**src/rtl/alu_share_arbiter.sv**
```systemverilog
// rtl/alu_share_arbiter.sv - two-requester round-robin arbiter around a shared add/sub/and/or ALU
//
// Purpose:
//   Accepts one command at a time from two valid/ready request ports and
//   runs it through a single WIDTH-bit ALU. The result comes back on one
//   registered response channel, tagged with the id of the requester.
//   Only one operation is in flight at a time (IDLE -> EXEC -> RESP).
//
// Ports:
//   clk, rst                       rising-edge clock, async active-high reset
//   req0_valid/ready/a/b/op        requester 0 command port
//   req1_valid/ready/a/b/op        requester 1 command port
//   rsp_valid/ready                response handshake
//   rsp_id, rsp_data               issuing requester, ALU result
//   rsp_carry                      add carry-out / sub borrow / 0 for logic ops
//   rsp_zero                       rsp_data == 0
//   busy                           an operation is in progress
module alu_share_arbiter #(
  parameter int WIDTH     = 4,
  parameter bit INIT_PRIO = 1'b0
) (
  input  logic             clk,
  input  logic             rst,
  input  logic             req0_valid,
  output logic             req0_ready,
  input  logic [WIDTH-1:0] req0_a,
  input  logic [WIDTH-1:0] req0_b,
  input  logic [1:0]       req0_op,
  input  logic             req1_valid,
  output logic             req1_ready,
  input  logic [WIDTH-1:0] req1_a,
  input  logic [WIDTH-1:0] req1_b,
  input  logic [1:0]       req1_op,
  output logic             rsp_valid,
  input  logic             rsp_ready,
  output logic             rsp_id,
  output logic [WIDTH-1:0] rsp_data,
  output logic             rsp_carry,
  output logic             rsp_zero,
  output logic             busy
);

  typedef enum logic [1:0] {
    IDLE = 2'd0,
    EXEC = 2'd1,
    RESP = 2'd2
  } state_t;

  state_t           state, state_next;
  logic             prio;
  logic             grant_any;
  logic             grant_id;
  logic             accept;
  logic [WIDTH-1:0] a_q, b_q;
  logic [1:0]       op_q;
  logic             id_q;
  logic [WIDTH:0]   wide;

  // A lone requester wins regardless of prio; prio only breaks ties.
  always_comb begin
    grant_any = req0_valid | req1_valid;
    grant_id  = (req0_valid && req1_valid) ? prio : req1_valid;
  end

  always_ff @(posedge clk or posedge rst) begin
    if (rst) begin
      state <= IDLE;
    end else begin
      state <= state_next;
    end
  end

  always_comb begin
    state_next = state;
    req0_ready = 1'b0;
    req1_ready = 1'b0;
    accept     = 1'b0;
    busy       = (state != IDLE);
    case (state)
      IDLE: begin
        req0_ready = !rst && grant_any && !grant_id;
        req1_ready = !rst && grant_any && grant_id;
        accept     = (req0_valid && req0_ready) || (req1_valid && req1_ready);
        if (accept) begin
          state_next = EXEC;
        end
      end
      EXEC: begin
        state_next = RESP;
      end
      RESP: begin
        if (rsp_valid && rsp_ready) begin
          state_next = IDLE;
        end
      end
      default: begin
        state_next = IDLE;
      end
    endcase
  end

  // One extra bit on the intermediate carries the add carry-out, or the
  // borrow for subtraction (it is set exactly when a < b).
  always_comb begin
    wide = '0;
    case (op_q)
      2'b00:   wide = {1'b0, a_q} + {1'b0, b_q};
      2'b01:   wide = {1'b0, a_q} - {1'b0, b_q};
      2'b10:   wide = {1'b0, a_q & b_q};
      2'b11:   wide = {1'b0, a_q | b_q};
      default: wide = '0;
    endcase
  end

  always_ff @(posedge clk or posedge rst) begin
    if (rst) begin
      prio      <= INIT_PRIO;
      a_q       <= '0;
      b_q       <= '0;
      op_q      <= 2'b00;
      id_q      <= 1'b0;
      rsp_valid <= 1'b0;
      rsp_id    <= 1'b0;
      rsp_data  <= '0;
      rsp_carry <= 1'b0;
      rsp_zero  <= 1'b0;
    end else begin
      if (accept) begin
        a_q  <= grant_id ? req1_a  : req0_a;
        b_q  <= grant_id ? req1_b  : req0_b;
        op_q <= grant_id ? req1_op : req0_op;
        id_q <= grant_id;
      end
      if (state == EXEC) begin
        rsp_valid <= 1'b1;
        rsp_id    <= id_q;
        rsp_data  <= wide[WIDTH-1:0];
        rsp_carry <= wide[WIDTH];
        rsp_zero  <= (wide[WIDTH-1:0] == '0);
      end
      if (state == RESP && rsp_valid && rsp_ready) begin
        rsp_valid <= 1'b0;
        // The port just served drops to lower priority.
        prio      <= ~rsp_id;
      end
    end
  end

endmodule

```
**config.mk**
```make
export PLATFORM = sky130hd
export DESIGN_NAME = alu_share_arbiter
export DESIGN_NICKNAME = d
export VERILOG_FILES = /design/src/rtl/alu_share_arbiter.sv
export SDC_FILE = /design/constraint.sdc
export NUM_CORES = 1
export LEC_CHECK = 0
export BUFFER_PORTS_ARGS = -buffer_cell sky130_fd_sc_hd__buf_2
export CAP_MARGIN = 20
export CORE_MARGIN = 4
export CORE_UTILIZATION = 35
export DETAILED_ROUTE_END_ITERATION = 8
export MAX_ROUTING_LAYER = met4
export SYNTH_ARGS = -nofsm -noshare
export SYNTH_HDL_FRONTEND = slang
export SYNTH_SLANG_ARGS = --single-unit
```
**constraint.sdc**
```tcl
create_clock -name clk -period 4.2 [get_ports clk]
set_input_delay 0.63 -clock clk [delete_from_list [all_inputs] [get_ports clk]]
set_output_delay 0.63 -clock clk [all_outputs]
set_load 0.01 [all_outputs]
```
==> run metrics, run 1 <==
status finished, final reports clean; leading area contributor after synthesis dfrtp_1; CTS clk-pin slew, worst paths 0.08 ns; Worst Path Arrival 2.39 ns; sequential share of power 0.321; IO buf count 35; # hold bufs at CTS 0; most frequent cells in the layout 35 x buf_2, 22 x dfrtp_1, 19 x nor2_1; Setup Skew 0.00107 ns; Resized cells post-CTS 0; total of max-cap violations 0; Max VDD drop 0.235 mV; Internal 0.758 mW; DP Area 1550 um2; mapped cell area 1340 um2; start-to-end type of the worst setup path flip-flop to flip-flop; Core ar. 3690 um2; worst skew pair latency 0.26 ns; Top Ports 36; drc violations 0; clock power share 0.153; NetSw 0.533 mW; die width 70.0 um; CTS Root Cell clkbuf_8; htree depth 1; drt via density 4.73; Min Hold Slack 0.495 ns; Sw Ratio 0.413; FILL cells 374; vias in the first global route 1047; Num CTS Buffers 3; unrepaired setup endpoints after global routing false; Crit. path cell count 7; layout cells sized above 1 0.333; Yosys warnings 0; CTS Buffer Depth 2; via count of the routed design 1035; Yosys top cell area share 0.410; DP HPWL 2040 um; final WL 2550 um; GRT Total Usage 0.116; Initial Utilization 0.364; Max stage delay cell, worst path dfrtp_1; Design Area, Final 1620 um2; Buf/Inv on CP 0; CP cell instances nor2b_1 > mux2i_1 > ha_1 > a21oi_1 > a221o_1 > nor3_2 > a32o_1; crit path max fanout 12; TritonCTS clock tree yes; fin crit period 2.23 ns; Syn-to-layout area delta 20.3%; Crit path max-delay family compound AO/OA/AOI/OAI gates; Final Hold Vio Count 0; Ant. Diodes 0; register area share after synthesis 0.410; Die Area 4890 um2; P_leak 0.790 nW; Hold WC Path Type flip-flop to flip-flop; Clock Sinks 22; Critical Path End rsp_zero$_DFFE_PP0P_; Detailed Routing Iterations Pass 1 4; max-slew violations 0; r2r endpoint rsp_zero$_DFFE_PP0P_; Post-Syn Nets 170; row count 22; Die H 70.0 um; cell count of the worst reg-to-reg path 7; commonest non-fill, non-tap cell in the layout buf_2; Starting DRT DRC Count 29; pwr/cell area 799 nW/um2; worst setup path start op_q[1]$_DFFE_PP0P_; Max stage delay on crit path 0.51 ns; critical path capture point type flip-flop; layout net count 205; post-route ant nets 0; Rel. slew slack 0.457; TNS Setup 0 ns; Setup Viol. Count Final 0; syn avg cell area 9.81 um2; Post-Synthesis Cells 137; total grt overflow 0; critical path launch point type flip-flop; FMAX 0.448 GHz; post-CTS setup buffers 0; Unique masters post-synth 32; Reg2Reg Setup Slack 1.97 ns; Worst-Margin Slew 0.814 ns; Comb pwr share 0.526; largest net degree at the start of global routing 23; initial antenna violation count 0; WP data required 4.36 ns; dominant cells by area after synthesis dfrtp_1 41%, mux2i_1 8.9%, ha_1 6.5%, a21oi_2 5.9%, nor2_1 5.3%; synthesis-stage register bit count 22; Worst R2R Start op_q[1]$_DFFE_PP0P_; global-route wire length before repair 4500 um; final worst-path cycle share 0.531; gpl congestion 0.905; WL per Instance 11.6 um
[flip-flops by register name, summed over array words and instances (netlist names)]
register	cells
a_q	4
b_q	4
id_q	1
op_q	2
prio	1
rsp_carry	1
rsp_data	4
rsp_id	1
rsp_valid	1
rsp_zero	1
state	2
[layout make-up]
type	count	area (um2)	area share
well taps	48	60.1	0.0372
inverters	10	37.5	0.0232
flip-flops and latches	22	551	0.341
clock buffers	3	41.3	0.0255
repair buffers	36	183	0.113
multi-input cells	99	714	0.442
clock inverters	1	30.0	0.0186
[synthesized netlist by cell type]
cell       number
ha_1            7
xnor2_1         4
a2111oi_2       1
mux2i_1        12
nand2_1         7
nor3_1          3
nand4b_1        1
o21ai_0         4
nor3_2          1
a21oi_2         9
a21o_1          1
a221o_1         1
nand2b_1        2
fa_1            1
nand3b_1        1
o21ai_1         1
buf_6           1
inv_1          10
nor2_1         19
nor2b_1         1
nor2_2          1
o21a_2          1
buf_4           2
o22ai_1         2
o31ai_1         1
maj3_1          1
dfrtp_1        22
or2_4           1
a32o_1          1
a21oi_1        12
mux2_2          3
buf_2           3
[kinds of logic after synthesis]
| kind of cell | synth area share |
|---|---|
| fa+ha+maj | 0.0875 |
| simple gates | 0.129 |
| xor+xnor | 0.0261 |
| buf+inv | 0.0587 |
| flops | 0.410 |
| mux | 0.115 |
| compound gates | 0.175 |
[worst register-to-register path, delay by kind of cell (launching register included)]
kind                     cells  cell delay, ns
AND/OR/NAND/NOR              2            0.31
AO/OA/AOI/OAI                3            0.65
adder cells (fa/ha/maj)      1            0.30
multiplexers                 1            0.35
flip-flops                   1            0.51
[metal layers]
metal | routed length [um] | GRT usage | vias up | part of all wire
met5 | 0 | - | - | 0
met4 | 46 | 0.0447 | 0 | 0.018
met3 | 169 | 0.0273 | 5 | 0.066
met2 | 1190 | 0.190 | 37 | 0.47
met1 | 1150 | 0.139 | 456 | 0.45
li1 | - | - | 537 | -
[power by group through the flow]
| stage | logic [mW] | registers, mW | clock network, mW |
|---|---|---|---|
| after floorplan | 0.549 | 0.399 | 0 |
| after global placement | 0.669 | 0.414 | 0 |
| after detailed placement | 0.684 | 0.421 | 0 |
| after CTS | 0.690 | 0.417 | 0.202 |
| after global routing | 0.780 | 0.439 | 0.215 |
| final | 0.679 | 0.415 | 0.198 |
[worst min-delay path by stage]
stage | startpoint | endpoint | slack, ns | cells past startpoint
floorplan | id_q$_DFFE_PP0P_ | id_q$_DFFE_PP0P_ | 0.46 | 2
global placement | rsp_data[2]$_DFFE_PP0P_ | rsp_data[2]$_DFFE_PP0P_ | 0.46 | 2
detailed placement | rsp_carry$_DFFE_PP0P_ | rsp_carry$_DFFE_PP0P_ | 0.48 | 2
CTS | rsp_carry$_DFFE_PP0P_ | rsp_carry$_DFFE_PP0P_ | 0.50 | 2
global route | rsp_data[3]$_DFFE_PP0P_ | rsp_data[3]$_DFFE_PP0P_ | 0.53 | 2
finish | rsp_id$_DFFE_PP0P_ | prio$_DFFE_PP0P_ | 0.50 | 1
[stage by stage]
stage	setup WS [ns]	total power, mW	utilization	instances
floorplan	2.17	0.949	-	137
global placement	2.10	1.08	0.419	215
detailed placement	1.98	1.10	0.419	215
CTS	1.97	1.31	0.438	219
global route	1.80	1.43	0.438	219
finish	1.97	1.29	0.438	219
Power figures use the tool's default switching activity.
==> run 2, diff against run 1 <==
==> constraint.sdc (replaced) <==
create_clock -name clk -period 2.1 [get_ports clk]
set_input_delay 0.315 -clock clk [delete_from_list [all_inputs] [get_ports clk]]
set_output_delay 0.315 -clock clk [all_outputs]
set_load 0.01 [all_outputs]
==> run 2 against run 1 <==
  * Sequential power grew 88%
  * Routed wire length grew 5.6%
  * Critical path type unchanged
  * Cell area grew 3.2%
  * First-iteration DRC count grew 76%
  * Combinational power grew 130%
  * Count of clock-buffer cells in the layout grew 1
  * Clock skew grew 0.0020 ns
  * Cell count grew 2.7%
  * Maximum frequency grew 12%
  * Worst setup slack lost 1.9 ns
==> run metrics, run 2 (synthesized netlist as in run 1, its figures left out) <==
largest net degree at the start of global routing 23 (unchanged); final WL 2690 um (+5.6%); FMAX 0.503 GHz (+12%); final worst-path cycle share 0.946 (+0.415); start-to-end type of the worst setup path flip-flop to flip-flop; final total power 2.67 mW (+110%); CP cell instances inv_1 > ha_1 > mux2i_2 > fa_1 > a21o_1 > a21oi_1 > xnor2_1 > o31ai_1; WP data required 2.28 ns (-2.08 ns); Worst R2R Start b_q[0]$_DFFE_PP0P_; Die H 70.0 um (unchanged); Crit path max-delay family adder cells; status finished, final reports clean; # hold bufs at CTS 0 (unchanged); Hold WC Path Type input pin to asynchronous set/reset pin; register area 551 um2 (unchanged); PnR worst setup slack 0.113 ns (-1.86 ns); post-route ant nets 0 (unchanged); vias in the first global route 1002 (-4.3%); Reg2Reg Setup Slack 0.11 ns (-1.86 ns); layout net count 211 (+2.9%); Top Ports 36 (unchanged); pre-CTS setup slack 0.0544 ns (-1.93 ns); critical path launch point type flip-flop; GRT Total Usage 0.120 (+0.00343); max-slew violations 0 (unchanged); most frequent cells in the layout 35 x buf_2, 22 x dfrtp_1, 19 x nor2_1; Core ar. 3690 um2 (unchanged); Crit. path cell count 8 (+1); gpl congestion 0.797 (-12%); Worst-Margin Slew 0.826 ns (+0.0122 ns); r2r endpoint rsp_carry$_DFFE_PP0P_; total grt overflow 0 (unchanged); TritonCTS clock tree yes; P_leak 0.818 nW (+3.5%); CTS Root Cell clkbuf_8; DP HPWL 2110 um (+3.2%); cell count of the worst reg-to-reg path 8 (+1); Num CTS Buffers 3 (unchanged); Setup Viol. Count Final 0 (unchanged); global-route wire length before repair 4600 um (+2.2%); commonest non-fill, non-tap cell in the layout buf_2; Clock Sinks 22 (unchanged); CTS Buffer Depth 2 (unchanged); fin crit period 1.99 ns (-0.244 ns); crit path max fanout 3 (-9); row count 22 (unchanged); drt via density 4.72 (-0.22%); htree depth 1 (unchanged); critical path capture point type flip-flop; pwr/cell area 1600 nW/um2 (+100%); WL per Instance 12.0 um (+2.8%); die width 70.0 um (unchanged); worst skew pair latency 0.27 ns (about the same); Ant. Diodes 0 (unchanged); FILL cells 375 (+0.27%); unrepaired setup endpoints after global routing true; CTS clk-pin slew, worst paths 0.08 ns (about the same); Final Hold Vio Count 0 (unchanged); Max stage delay cell, worst path fa_1; Worst Path Arrival 2.16 ns (-0.23 ns); layout cells sized above 1 0.384 (+0.0508); IO buf count 35 (unchanged); Detailed Routing Iterations Pass 1 4 (unchanged); Die Area 4890 um2 (unchanged); area of the multi-input gates 737 um2 (+3.2%); initial antenna violation count 0 (unchanged); Max stage delay on crit path 0.44 ns (-0.07 ns); drc violations 0 (unchanged); Setup Skew 0.00312 ns (+0.00205 ns); Buf/Inv on CP 1 (+1); Top Registers a_q (4), b_q (4), rsp_data (4); Initial Utilization 0.364 (unchanged); Rel. slew slack 0.449 (-0.00811); total of max-cap violations 0 (unchanged); Starting DRT DRC Count 51 (+76%); via count of the routed design 1061 (+2.5%); Max VDD drop 0.466 mV (+98%); Syn-to-layout area delta 24.1%
-- run 2: area by class of cell --
| cell class | instances | share of cell area |
|---|---|---|
| repair buffers | 42 | 0.137 |
| flip-flops and latches | 22 | 0.330 |
| well taps | 48 | 0.0360 |
| inverters | 10 | 0.0225 |
| clock buffers | 4 | 0.0330 |
| multi-input cells | 99 | 0.442 |
-- run 2: worst max-delay path by stage --
stage	slack, ns	startpoint	endpoint
2_1_floorplan	0.07	op_q[1]$_DFFE_PP0P_	rsp_zero$_DFFE_PP0P_
3_3_place_gp	0.09	b_q[1]$_DFFE_PP0P_	rsp_zero$_DFFE_PP0P_
3_5_place_dp	0.05	b_q[1]$_DFFE_PP0P_	rsp_zero$_DFFE_PP0P_
4_1_cts	0.03	b_q[1]$_DFFE_PP0P_	rsp_zero$_DFFE_PP0P_
5_1_grt	-0.008	op_q[0]$_DFFE_PP0P_	rsp_zero$_DFFE_PP0P_
6_report	0.11	b_q[0]$_DFFE_PP0P_	rsp_carry$_DFFE_PP0P_
-- run 2: repair_timing --
item | CTS | global route
resized for setup | 0 | 5
setup buffers | 0 | 2
endpoints found under the setup margin | 0 | 5
-- run 2: stage by stage --
step | hold WS (ns) | utilization | TNS, ns | cells | cell area, um2
2_1_floorplan | 0.304 | - | 0 | 137 | 1340
3_3_place_gp | 0.462 | 0.427 | 0 | 219 | 1580
3_5_place_dp | 0.470 | 0.427 | 0 | 219 | 1580
4_1_cts | 0.288 | 0.442 | 0 | 223 | 1630
5_1_grt | 0.338 | 0.452 | -0.00838 | 225 | 1670
6_report | 0.244 | 0.452 | 0 | 225 | 1670
-- run 2: worst reg2reg max path, cell delays in order, from the launching register on --
cell     delay (ns)
dfrtp_1        0.37
inv_1          0.07
ha_1           0.29
mux2i_2        0.08
fa_1           0.44
a21o_1         0.18
a21oi_1        0.17
xnor2_1        0.10
o31ai_1        0.19
-- run 2: metal layers --
| metal | track usage | part of all wire | wire, um | up-vias |
|---|---|---|---|---|
| li1 | - | - | - | 551 |
| met4 | 0.0574 | 0.023 | 63 | 0 |
| met2 | 0.192 | 0.48 | 1290 | 27 |
| met5 | - | 0 | 0 | - |
| met3 | 0.0245 | 0.049 | 133 | 5 |
| met1 | 0.143 | 0.45 | 1200 | 478 |
-- run 2: power by group --
group          switching [mW]  internal [mW]
clock network           0.142          0.167
registers               0.160          0.619
logic                   0.824          0.757
==> run 3, diff against run 2 <==
--- a/config.mk
+++ b/config.mk
@@ -11,6 +11,7 @@
 export CORE_UTILIZATION = 35
 export DETAILED_ROUTE_END_ITERATION = 8
 export MAX_ROUTING_LAYER = met4
+export RECOVER_POWER = 25
 export SYNTH_ARGS = -nofsm -noshare
 export SYNTH_HDL_FRONTEND = slang
 export SYNTH_SLANG_ARGS = --single-unit
==> run 3 against run 2 <==
  * First-iteration DRC count is the same
  * Die area stayed put
  * Cell area about the same
  * Critical path type unchanged
==> run metrics, run 3 (synthesized netlist as in run 1, its figures left out) <==
Ant. Diodes 0 (unchanged); Die H 70.0 um (unchanged); Crit path max-delay family adder cells; commonest non-fill, non-tap cell in the layout buf_2; largest net degree at the start of global routing 23 (unchanged); WP data required 2.28 ns (about the same); Setup Skew 0.00317 ns (+0.0000555 ns); P_leak 0.815 nW (-0.34%); status finished, final reports clean; CTS Buffer Depth 2 (unchanged); layout net count 211 (unchanged); Hold WC Path Type input pin to asynchronous set/reset pin; CTS Root Cell clkbuf_8; Reg2Reg Setup Slack 0.11 ns (about the same); drc violations 0 (unchanged); worst skew pair latency 0.27 ns (about the same); post-route ant nets 0 (unchanged); GRT Total Usage 0.120 (unchanged); Design Area, Final 1670 um2 (about the same); Detailed Routing Iterations Pass 1 4 (unchanged); via count of the routed design 1058 (-0.28%); Worst Path Arrival 2.16 ns (about the same); most frequent cells in the layout 34 x buf_2, 22 x dfrtp_1, 19 x nor2_1; critical path capture point type flip-flop; Top Ports 36 (unchanged); Max stage delay on crit path 0.44 ns (about the same); IO buf count 35 (unchanged); Max stage delay cell, worst path fa_1; unrepaired setup endpoints after global routing true; fin crit period 1.99 ns (+0.00000200 ns); Die Area 4890 um2 (unchanged); Clock Sinks 22 (unchanged); Min Hold Slack 0.263 ns (+0.0190 ns); gpl congestion 0.797 (unchanged); total of max-cap violations 0 (unchanged); global-route wire length before repair 4600 um (unchanged); Initial Utilization 0.364 (unchanged); htree depth 1 (unchanged); Top Registers a_q (4), b_q (4), rsp_data (4); CTS clk-pin slew, worst paths 0.08 ns (about the same); DP HPWL 2110 um (unchanged); drt via density 4.70 (-0.28%); layout cells sized above 1 0.379 (-0.00565); critical path launch point type flip-flop; crit path max fanout 3 (unchanged); CP cell instances inv_1 > ha_1 > mux2i_2 > fa_1 > a21o_1 > a21oi_1 > xnor2_1 > o31ai_1; start-to-end type of the worst setup path flip-flop to flip-flop; WL per Instance 12.0 um (-0.11%); final worst-path cycle share 0.946 (about the same); Final Hold Vio Count 0 (unchanged); die width 70.0 um (unchanged); Starting DRT DRC Count 51 (unchanged); FILL cells 376 (+0.27%); TritonCTS clock tree yes; final total power 2.67 mW (about the same); Rel. slew slack 0.451 (+0.00200); cell count of the worst reg-to-reg path 8 (unchanged); final WL 2690 um (-0.11%); pwr/cell area 1600 nW/um2 (about the same); Core ar. 3690 um2 (unchanged); r2r endpoint rsp_carry$_DFFE_PP0P_; max-slew violations 0 (unchanged); Max VDD drop 0.466 mV (about the same); Setup Viol. Count Final 0 (unchanged); Syn-to-layout area delta 24.0% (about the same); initial antenna violation count 0 (unchanged); Num CTS Buffers 3 (unchanged); DP Area 1580 um2 (unchanged); Worst R2R Start b_q[0]$_DFFE_PP0P_; Buf/Inv on CP 1 (unchanged); row count 22 (unchanged); FMAX 0.503 GHz (unchanged); Worst-Margin Slew 0.823 ns (-0.00300 ns); total grt overflow 0 (unchanged); vias in the first global route 1002 (unchanged)
## run 3: changes by cell type in the layout (fill, tap and decap cells not counted)
| cell | previous run | this run |
|---|---|---|
| clkbuf_1 | 0 | 1 |
| buf_2 | 35 | 34 |
## run 3: final cells by class
| cell class | count | area (um2) | share of cell area |
|---|---|---|---|
| Tap cell | 48 | 60.1 | 0.0360 |
| Inverter | 10 | 37.5 | 0.0225 |
| Sequential cell | 22 | 551 | 0.330 |
| Clock buffer | 4 | 55.1 | 0.0330 |
| Multi-Input combinational cell | 99 | 737 | 0.442 |
| Timing Repair Buffer | 42 | 226 | 0.136 |
## run 3: per-layer routing
| layer | vias up | GRT usage | share of wire |
|---|---|---|---|
| met5 | - | - | 0 |
| met4 | 0 | 0.0574 | 0.023 |
| met3 | 5 | 0.0245 | 0.049 |
| met2 | 27 | 0.192 | 0.48 |
| met1 | 474 | 0.143 | 0.45 |
| li1 | 552 | - | - |
## run 3: worst register-to-register path, delay by kind of cell (launching register included)
kind | cells | cell delay [ns]
fa+ha+maj | 2 | 0.73
compound gates | 3 | 0.54
mux | 1 | 0.08
xor+xnor | 1 | 0.10
buf+inv | 1 | 0.07
flops | 1 | 0.37
## run 3: power breakdown
group | switching, mW | total, mW | internal, mW
sequential | 0.160 | 0.780 | 0.619
clock | 0.142 | 0.309 | 0.167
combinational | 0.824 | 1.58 | 0.757
total | 1.13 | 2.67 | 1.54
## run 3: metrics by stage
stage / setup TNS, ns / setup slack, ns / instances / utilization
2_1_floorplan: 0 / 0.0730 / 137 / -
6_report: 0 / 0.113 / 225 / 0.452
3_5_place_dp: 0 / 0.0544 / 219 / 0.427
5_1_grt: -0.00838 / -0.00838 / 225 / 0.452
3_3_place_gp: 0 / 0.0915 / 219 / 0.427
4_1_cts: 0 / 0.0333 / 223 / 0.442
## run 3: worst max path at each step
stage	from	to	depth (start not counted)
2_1_floorplan	op_q[1]$_DFFE_PP0P_	rsp_zero$_DFFE_PP0P_	8
3_3_place_gp	b_q[1]$_DFFE_PP0P_	rsp_zero$_DFFE_PP0P_	8
3_5_place_dp	b_q[1]$_DFFE_PP0P_	rsp_zero$_DFFE_PP0P_	8
4_1_cts	b_q[1]$_DFFE_PP0P_	rsp_zero$_DFFE_PP0P_	8
5_1_grt	op_q[0]$_DFFE_PP0P_	rsp_zero$_DFFE_PP0P_	9
6_report	b_q[0]$_DFFE_PP0P_	rsp_carry$_DFFE_PP0P_	8
## run 3: what timing repair did
action                                 CTS  global route
gates resized for setup                  0             5
buffers inserted                         0             2
hold buffers                             0             0
setup endpoints to repair                0             5
endpoints found under the hold margin    0             0
